[src/rtl/sysid_pkg.sv]
// Shared types and constants for the system-ID check master.
package sysid_pkg;

  typedef enum logic [2:0] {
    IDLE,
    REQ_ID,
    WAIT_ID,
    REQ_TS,
    WAIT_TS,
    EVAL
  } sysid_state_t;

  localparam logic SYSID_ADDR_ID = 1'b0;
  localparam logic SYSID_ADDR_TS = 1'b1;

  localparam logic [31:0] DEFAULT_EXPECTED_ID = 32'h0000_0000;
  localparam logic [31:0] DEFAULT_EXPECTED_TS = 32'h5537_8402;

endpackage

[src/rtl/sysid_check_master.sv]
// Reads the sysid slave (ID word, then build timestamp), compares both against
// build-time values and holds sticky done/pass/mismatch/timeout results.
//
//   state   | meaning
//   --------+---------------------------------------------------------------
//   IDLE    | waiting for start or the pending auto-start
//   REQ_ID  | read strobe on word 0, held through waitrequest
//   WAIT_ID | counting read latency for word 0
//   REQ_TS  | read strobe on word 1, held through waitrequest
//   WAIT_TS | counting read latency for word 1
//   EVAL    | results visible, busy low; returns to IDLE
module sysid_check_master
  import sysid_pkg::*;
#(
  parameter logic [31:0] EXPECTED_ID    = DEFAULT_EXPECTED_ID,
  parameter logic [31:0] EXPECTED_TS    = DEFAULT_EXPECTED_TS,
  parameter int unsigned READ_LATENCY   = 0,
  parameter int unsigned TIMEOUT_CYCLES = 255,
  parameter bit          AUTO_START     = 1'b1
) (
  input  logic        clock,
  input  logic        reset,
  input  logic        start,
  output logic        avm_address,
  output logic        avm_read,
  input  logic        avm_waitrequest,
  input  logic [31:0] avm_readdata,
  output logic        busy,
  output logic        done,
  output logic        pass,
  output logic        id_mismatch,
  output logic        ts_mismatch,
  output logic        timeout,
  output logic [31:0] id_value,
  output logic [31:0] ts_value
);

  localparam logic [15:0] WAIT_LAST = 16'(TIMEOUT_CYCLES - 1);
  localparam logic [1:0]  LAT_LAST  = 2'(READ_LATENCY - 1);

  sysid_state_t state, state_n;
  logic [15:0]  wait_cnt, wait_n;
  logic [1:0]   lat_cnt, lat_n;
  logic         auto_pend, auto_n;
  logic         busy_n, done_n, pass_n, id_mm_n, ts_mm_n, to_n;
  logic [31:0]  id_n, ts_n, ts_word;
  logic         finish, id_read, ts_read;

  always_comb begin
    state_n     = state;
    wait_n      = wait_cnt;
    lat_n       = lat_cnt;
    auto_n      = auto_pend;
    busy_n      = busy;
    done_n      = done;
    pass_n      = pass;
    id_mm_n     = id_mismatch;
    ts_mm_n     = ts_mismatch;
    to_n        = timeout;
    id_n        = id_value;
    ts_n        = ts_value;
    ts_word     = ts_value;
    finish      = 1'b0;
    id_read     = 1'b0;
    ts_read     = 1'b0;
    avm_read    = 1'b0;
    avm_address = SYSID_ADDR_ID;

    case (state)
      IDLE: begin
        if (start || auto_pend) begin
          state_n = REQ_ID;
          auto_n  = 1'b0;
          busy_n  = 1'b1;
          done_n  = 1'b0;
          pass_n  = 1'b0;
          id_mm_n = 1'b0;
          ts_mm_n = 1'b0;
          to_n    = 1'b0;
          id_n    = '0;
          ts_n    = '0;
          wait_n  = '0;
          lat_n   = '0;
        end
      end
      REQ_ID: begin
        avm_read    = 1'b1;
        avm_address = SYSID_ADDR_ID;
        if (avm_waitrequest) begin
          if (wait_cnt == WAIT_LAST) begin
            to_n   = 1'b1;
            finish = 1'b1;
          end else begin
            wait_n = wait_cnt + 16'd1;
          end
        end else begin
          wait_n = '0;
          lat_n  = '0;
          if (READ_LATENCY == 0) begin
            id_n    = avm_readdata;
            state_n = REQ_TS;
          end else begin
            state_n = WAIT_ID;
          end
        end
      end
      WAIT_ID: begin
        if (lat_cnt == LAT_LAST) begin
          id_n    = avm_readdata;
          state_n = REQ_TS;
        end else begin
          lat_n = lat_cnt + 2'd1;
        end
      end
      REQ_TS: begin
        avm_read    = 1'b1;
        avm_address = SYSID_ADDR_TS;
        id_read     = 1'b1;
        if (avm_waitrequest) begin
          if (wait_cnt == WAIT_LAST) begin
            to_n   = 1'b1;
            finish = 1'b1;
          end else begin
            wait_n = wait_cnt + 16'd1;
          end
        end else begin
          wait_n = '0;
          lat_n  = '0;
          if (READ_LATENCY == 0) begin
            ts_read = 1'b1;
            ts_word = avm_readdata;
            ts_n    = avm_readdata;
            finish  = 1'b1;
          end else begin
            state_n = WAIT_TS;
          end
        end
      end
      WAIT_TS: begin
        id_read = 1'b1;
        if (lat_cnt == LAT_LAST) begin
          ts_read = 1'b1;
          ts_word = avm_readdata;
          ts_n    = avm_readdata;
          finish  = 1'b1;
        end else begin
          lat_n = lat_cnt + 2'd1;
        end
      end
      EVAL:    state_n = IDLE;
      default: state_n = IDLE;
    endcase

    // Results are registered on entry to EVAL so they are visible during it;
    // a word skipped by a timeout never raises its mismatch flag.
    if (finish) begin
      state_n = EVAL;
      busy_n  = 1'b0;
      done_n  = 1'b1;
      id_mm_n = id_read && (id_value != EXPECTED_ID);
      ts_mm_n = ts_read && (ts_word != EXPECTED_TS);
      pass_n  = !to_n && !id_mm_n && !ts_mm_n;
    end
  end

  always_ff @(posedge clock) begin
    if (reset) begin
      state       <= IDLE;
      wait_cnt    <= '0;
      lat_cnt     <= '0;
      auto_pend   <= AUTO_START;
      busy        <= 1'b0;
      done        <= 1'b0;
      pass        <= 1'b0;
      id_mismatch <= 1'b0;
      ts_mismatch <= 1'b0;
      timeout     <= 1'b0;
      id_value    <= '0;
      ts_value    <= '0;
    end else begin
      state       <= state_n;
      wait_cnt    <= wait_n;
      lat_cnt     <= lat_n;
      auto_pend   <= auto_n;
      busy        <= busy_n;
      done        <= done_n;
      pass        <= pass_n;
      id_mismatch <= id_mm_n;
      ts_mismatch <= ts_mm_n;
      timeout     <= to_n;
      id_value    <= id_n;
      ts_value    <= ts_n;
    end
  end

endmodule
[config.mk]
export PLATFORM = sky130hd
export DESIGN_NAME = sysid_check_master
export DESIGN_NICKNAME = d
export VERILOG_FILES = /design/src/rtl/sysid_pkg.sv /design/src/rtl/sysid_check_master.sv
export SDC_FILE = /design/constraint.sdc
export NUM_CORES = 1
export LEC_CHECK = 0
export CORE_ASPECT_RATIO = 0.8
export CORE_MARGIN = 10
export CORE_UTILIZATION = 40
export CTS_BUF_LIST = sky130_fd_sc_hd__clkbuf_16
export CTS_CLUSTER_SIZE = 28
export DETAILED_ROUTE_END_ITERATION = 8
export HOLD_SLACK_MARGIN = 0.08
export PLACE_DENSITY = 0.76
export SLEW_MARGIN = 20
export SYNTH_ARGS = -nofsm -noshare
export SYNTH_HDL_FRONTEND = slang
export SYNTH_SLANG_ARGS = --single-unit
[constraint.sdc]
create_clock -name clock -period 1.9 [get_ports clock]
set_input_delay 0.475 -clock clock [delete_from_list [all_inputs] [get_ports clock]]
set_output_delay 0.475 -clock clock [all_outputs]
set_load 0.01 [all_outputs]
# --- After elaboration in Yosys (flattened, before gate mapping) ---
# Cells that the tools add are included.
# Widths: inputs -> output; s select.
classes:
  add_sub_neg: 2
  eq_ne: 17
  muxes: 41
  bitwise_logic: 1
  reduce_logical: 28
op_table:
  columns: ["operator", "count"]
  rows:
  - ["$pmux 32 s3", 2]
  - ["$mux 32", 5]
  - ["$pmux 32 s2", 1]
  - ["$mux 16", 3]
  - ["$ne 32x31->1 const B", 1]
  - ["$pmux 16 s2", 1]
  - ["$reduce_bool 32->1", 1]
  - ["$mux 1", 17]
  - ["$add 16x1->16 const B", 1]
  - ["$eq 16x8->1 const B", 1]
  - ["$reduce_and 4->1", 4]
  - ["$mux 3", 4]
  - ["$ne 3x3->1 const B", 4]
  - ["$pmux 3 s4", 1]
  - ["$ne 2x2->1 const B", 5]
  - ["$reduce_bool 3->1", 3]
  - ["$reduce_or 2->1", 4]
  - ["$eq 3x2->1 const B", 2]
  - ["$mux 2", 3]
  - ["$pmux 2 s3", 1]
  - ["$reduce_and 2->1", 3]
  - ["$reduce_bool 2->1", 3]
  - ["$logic_and 1x1->1", 4]
  - ["$pmux 1 s2", 2]
  - ["11 further kinds", 13]
word_totals:
  register_bits: 92
  in_bits: 36
  out_inout_bits: 72
  word_cells: 102

# --- Depth between registers and ports, before layout ---
logic_depth:
  depth_word: 8
  mapped_depth: 9
  ltp_nobuf: 8

# --- Least setup slack after synthesis ---
# Ideal clock, no wire load.
synth_path:
  path_kind: "register to register"
  start: "reg lat_cnt[0]"
  end: "reg ts_mismatch"
  setup_time_ps: 120
  arrival_time_ps: 1941
  required_ps: 1780
  setup_slack_ps: -161
  path_stages_with_launch: 9
  n_path_buf: 1
  synth_period_minus_slack_ps: 2061
  cell_sequence: "dfxtp_1 > ha_1 > and4bb_2 > or2_1 > buf_2 > nand3_1 > a222oi_1 > a32oi_1 > o31a_1"
synth_between:
  elab_chain_cells: 6
  word_cells_on_any_way: 12
  cone_classes: "eq/ne (2); mux (6); reduce/logical (4)"
synth_lines:
  columns: ["element", "line_no", "text"]
  rows:
  - ["start, declared", "sysid_check_master.sv:43", "logic [1:0] lat_cnt, lat_n;"]
  - ["start signal, assigned", "sysid_check_master.sv:183", "lat_cnt <= lat_n;"]
  - ["$eq 2x2->1 (*)", "sysid_check_master.sv:141", "if (lat_cnt == LAT_LAST) begin"]
  - ["$mux 32", null, null]
  - ["$pmux 32 s2", "sysid_check_master.sv:69", "case (state)"]
  - ["$ne 32x31->1", "sysid_check_master.sv:161", "ts_mm_n = ts_read && (ts_word != EXPECTED_TS);"]
  - ["$logic_and 1x1->1", "sysid_check_master.sv:161", null]
  - ["$mux 1", "sysid_check_master.sv:156", "if (finish) begin"]
  - ["end signal, assigned", "sysid_check_master.sv:189", "ts_mismatch <= ts_mm_n;"]
  - ["end, declared", "sysid_check_master.sv:32", "output logic ts_mismatch,"]
# Mark *: on every way between the ends. The rest lies on a longest branch, timed or not.
# A chain may end at the register's enable or synchronous reset.

# --- Worst setup path in the final report ---
layout_path:
  start: "reg state[2]"
  end: "reg ts_mismatch"
layout_between:
  elab_chain_cells: 5
  word_cells_on_any_way: 13
  cone_classes: "eq/ne (4); mux (4); reduce/logical (5)"
layout_lines:
  columns: ["element", "line_no", "text"]
  rows:
  - ["start, declared", "sysid_check_master.sv:41", "sysid_state_t state, state_n;"]
  - ["start signal, assigned", "sysid_check_master.sv:181", "state <= state_n;"]
  - ["$eq 3x3->1 or $eq 3x2->1 (tied branches)", "sysid_check_master.sv:69", null]
  - ["$pmux 32 s2", "sysid_check_master.sv:69", null]
  - ["$ne 32x31->1", "sysid_check_master.sv:161", null]
  - ["$logic_and 1x1->1", "sysid_check_master.sv:161", null]
  - ["$mux 1", "sysid_check_master.sv:156", null]
# Parallel ways exist; a longest one is shown, timed or not.

==> run_results.csv <==
group,metric,value,unit
global_routing,antenna_found_initial,1,
clock_network,htreeDepth,3,
worst_setup_path,startpoint_type,"register",
finish,drive_above_1_share,31.0,%
finish,nets,729,
sta,skew,0.00590,ns
sta,grt_setup_unrepaired,"true",
power_and_ir_drop,p_int,0.00344,W
placed_design,numPortBuffers,107,
logic_synthesis,synthTopCellsByCount,"dfxtp_1, nor2_1, a22oi_1",
global_routing,grt_pass1_vias,4749,
worst_setup_path,r2r-start,"state[2]",
sta,slew_headroom,60.5,%
sta,max_slew.worst_pin.slew,0.592,ns
sta,fmax,0.473,GHz
worst_setup_path,worst_setup_path_end_kind,"register",
flow_run,max-cap-violations,0,
logic_synthesis,synth_area_leaders,"dfxtp_1, a22oi_1, nor2_1",
finish,fill_cells,784,
power_and_ir_drop,pwr-share-clk,35.7,%
route,via_per_inst,5.65,
power_and_ir_drop,powerDensity,702,nW/µm²
clock_network,clkLatencyLatePin,0.35,ns
sta,post-route-min-period,2.11,ns
floorplanning,fp.dieH,111,µm
sta,finalSetupViolCount,2,
worst_setup_path,cp_max_fo,6,
route,drc,0,
placed_design,gp_congestion,0.924,
floorplanning,num_rows,33,
finish,ff_latch_area,1860,µm²
power_and_ir_drop,p_sw,0.00142,W
floorplanning,start_util,40.9,%
finish,insertedDiodeCount,0,
route,drt_iter0_markers,397,
worst_setup_path,worstPathArrival,2.35,ns
clock_network,tritoncts,"done",
power_and_ir_drop,leakage,2.58,nW
logic_synthesis,synth-edff-count,0,
sta,final-hold-violation-count,0,
route,firstDrtPassIters,7,
finish,syn_to_final_growth,65.8,%
power_and_ir_drop,ir_drop,0.000482,V
sta,min_period_over_period,111,%
finish,multi_input_area,2520,µm²
global_routing,grt-ovfl-total,0,
global_routing,grt.total_usage,21.0,%
logic_synthesis,synth_top_area_share,44.2,%
min_path,worstHoldStart,"done",
power_and_ir_drop,pwr-share-comb,22.1,%
worst_setup_path,cp.required,2.13,ns
min_path,hold_depth,2,
logic_synthesis,syn_avg_cell_area,8.54,µm²
power_and_ir_drop,power_frac_seq,42.2,%
clock_network,cts_made_buffers,9,
min_path,hold_class,"register to register",
floorplanning,ios,108,
clock_network,cts_sinks,92,
logic_synthesis,synth-seq-cells,92,
placed_design,dpl_cell_area,6070,µm²
route,vias,4709,
status,violations,"negative setup slack",
sta,finalWorstSetupSlack,-0.214,ns
logic_synthesis,yosysTopAreaCell,"dfxtp_1",
worst_setup_path,critical_path_class,"register to register",
logic_synthesis,syn_inst,488,
logic_synthesis,syn-cell-area,4170,µm²
floorplanning,design.core.area,10200,µm²
worst_setup_path,r2r_setup_slack,-0.21,ns
min_path,hold_end,"done",
status,status,"complete, but fails checks",
logic_synthesis,synthDistinctLibCells,52,
worst_setup_path,rr_endpoint,"ts_mismatch",
global_routing,grt_pass1_wl,25500,µm
worst_setup_path,ff2ff_path_depth,6,
route,routed_wl,16400,µm
logic_synthesis,postSynth.asyncResetShare,0,%
clock_network,ctsLongestPathBuffers,2,
sta,drv_slew,0,
clock_network,cts.root.buffer_cell,"clkbuf_16",
logic_synthesis,synth_fp_nets,528,
floorplanning,die_w,134,µm
global_routing,grt_max_degree,59,
clock_network,path_clk_slew,0.07,ns
floorplanning,die-area,14900,µm²
logic_synthesis,yosysWarnings,0,
route,wl_per_cell,19.6,µm
power_and_ir_drop,switching_share,29.2,%
logic_synthesis,yosysSeqAreaShare,44.2,%
finish,finalInstanceArea,6910,µm²
placed_design,dp_cells,800,
route,antenna_left,0,
placed_design,hpwl,11500,µm
logic_synthesis,synth_ff_type,"dfxtp_1",
finish,final_cells,834,
-- power groups by stage --
stage	Sequential [W]	Clock (W)	Combinational (W)
floorplan	0.00209	0	0.000356
global placement	0.00208	0	0.000850
detailed placement	0.00208	0	0.000863
CTS	0.00204	0.00174	0.00103
global route	0.00205	0.00182	0.00114
finish	0.00205	0.00173	0.00107
-- registers in the layout (all words and copies together), names as in the netlist --
name         count
ts_value        32
id_mismatch      1
ts_mismatch      1
lat_cnt          2
wait_cnt        16
state            3
auto_pend        1
busy             1
id_value        32
timeout          1
pass             1
done             1
-- worst max-delay path, stage by stage, from the launching register on --
cell	delay, ns
dfxtp_4	0.38
or3b_4	0.43
o21ai_4	0.19
nand2_1	0.07
a222oi_1	0.40
a32oi_2	0.19
o31a_1	0.33
-- layout make-up --
type,instances,share of cell area [%]
clock inverters,7,0.833
repair buffers,223,29.4
well taps,140,2.53
flip-flops and latches,92,26.9
clock buffers,9,3.26
multi-input cells,351,36.4
inverters,12,0.652
-- metrics by stage --
step           TNS (ns)  power, W  setup WS [ns]  hold slack [ns]  util, %
5_1_grt          -0.609   0.00501         -0.244            0.492     67.8
3_3_place_gp     -26.77   0.00293         -0.652            0.455     59.6
3_5_place_dp     -30.58   0.00295         -0.748            0.460     59.6
2_1_floorplan   -0.0234   0.00244        -0.0234            0.465        -
6_report         -0.423   0.00485         -0.214            0.468     67.8
4_1_cts          -0.443   0.00481         -0.179            0.469     66.7
-- layer usage --
| layer | track usage, % | part of all wire [%] | up-vias |
|---|---|---|---|
| met3 | 7.97 | 9.6 | 23 |
| li1 | - | - | 2200 |
| met2 | 33.0 | 46 | 225 |
| met1 | 26.7 | 43 | 2259 |
| met4 | 4.27 | 1.1 | 2 |
| met5 | 0 | 0.043 | - |
-- cell usage in the layout, fill, tap and decap left out, drive strengths merged, types with 2 or more instances in the layout --
master and count:
and4bb 3, o2111ai 3, nor3b 3, clkdlybuf4s50 97
a21o 2, and4 4, nand2b 5, or2 3
o21bai 2, clkbuf 10, nor3 12, nor2 92
or4 2, a21oi 24, xnor2 10, or3 3
nand4b 5, nand4 5, o22ai 4, o31ai 4
a31oi 5, nor4 16, o21ai 17, and3 2
nand3 9, mux2i 5, nor4bb 2, dlygate4sd2 6
nand2 22, a22oi 61, nor4b 5, a32oi 3
inv 17, buf 117, and2 2, xor2 2
dfxtp 92, ha 4
-- what timing repair did --
| item | CTS | global route |
|---|---|---|
| pin swaps | 21 | 17 |
| setup buffers | 15 | 2 |
| cloned | 2 | 0 |
| setup endpoints to repair | 56 | 62 |
| resized for setup | 74 | 29 |
| hold buffers | 0 | 0 |
-- how the worst max path moves through the flow --
stage                    startpoint          end  slack [ns]
detailed placement  avm_waitrequest  ts_mismatch       -0.75
finish                     state[2]  ts_mismatch       -0.21
CTS                        state[2]  ts_mismatch       -0.18
floorplan                  state[1]  ts_mismatch       -0.02
global placement    avm_waitrequest  ts_mismatch       -0.65
global route               state[2]  ts_mismatch       -0.24
-- cell families (layout without fill, tap and decap cells) --
family / after synthesis / after routing / share of synthesized area (%)
fa+ha+maj: 4 / 4 / 1.20
simple gates: 199 / 199 / 24.4
buf+inv: 45 / 251 / 4.41
mux: 6 / 6 / 1.47
flops: 92 / 92 / 44.2
xor+xnor: 12 / 12 / 2.52
compound gates: 130 / 130 / 21.8
Power figures use the tool's default switching activity.
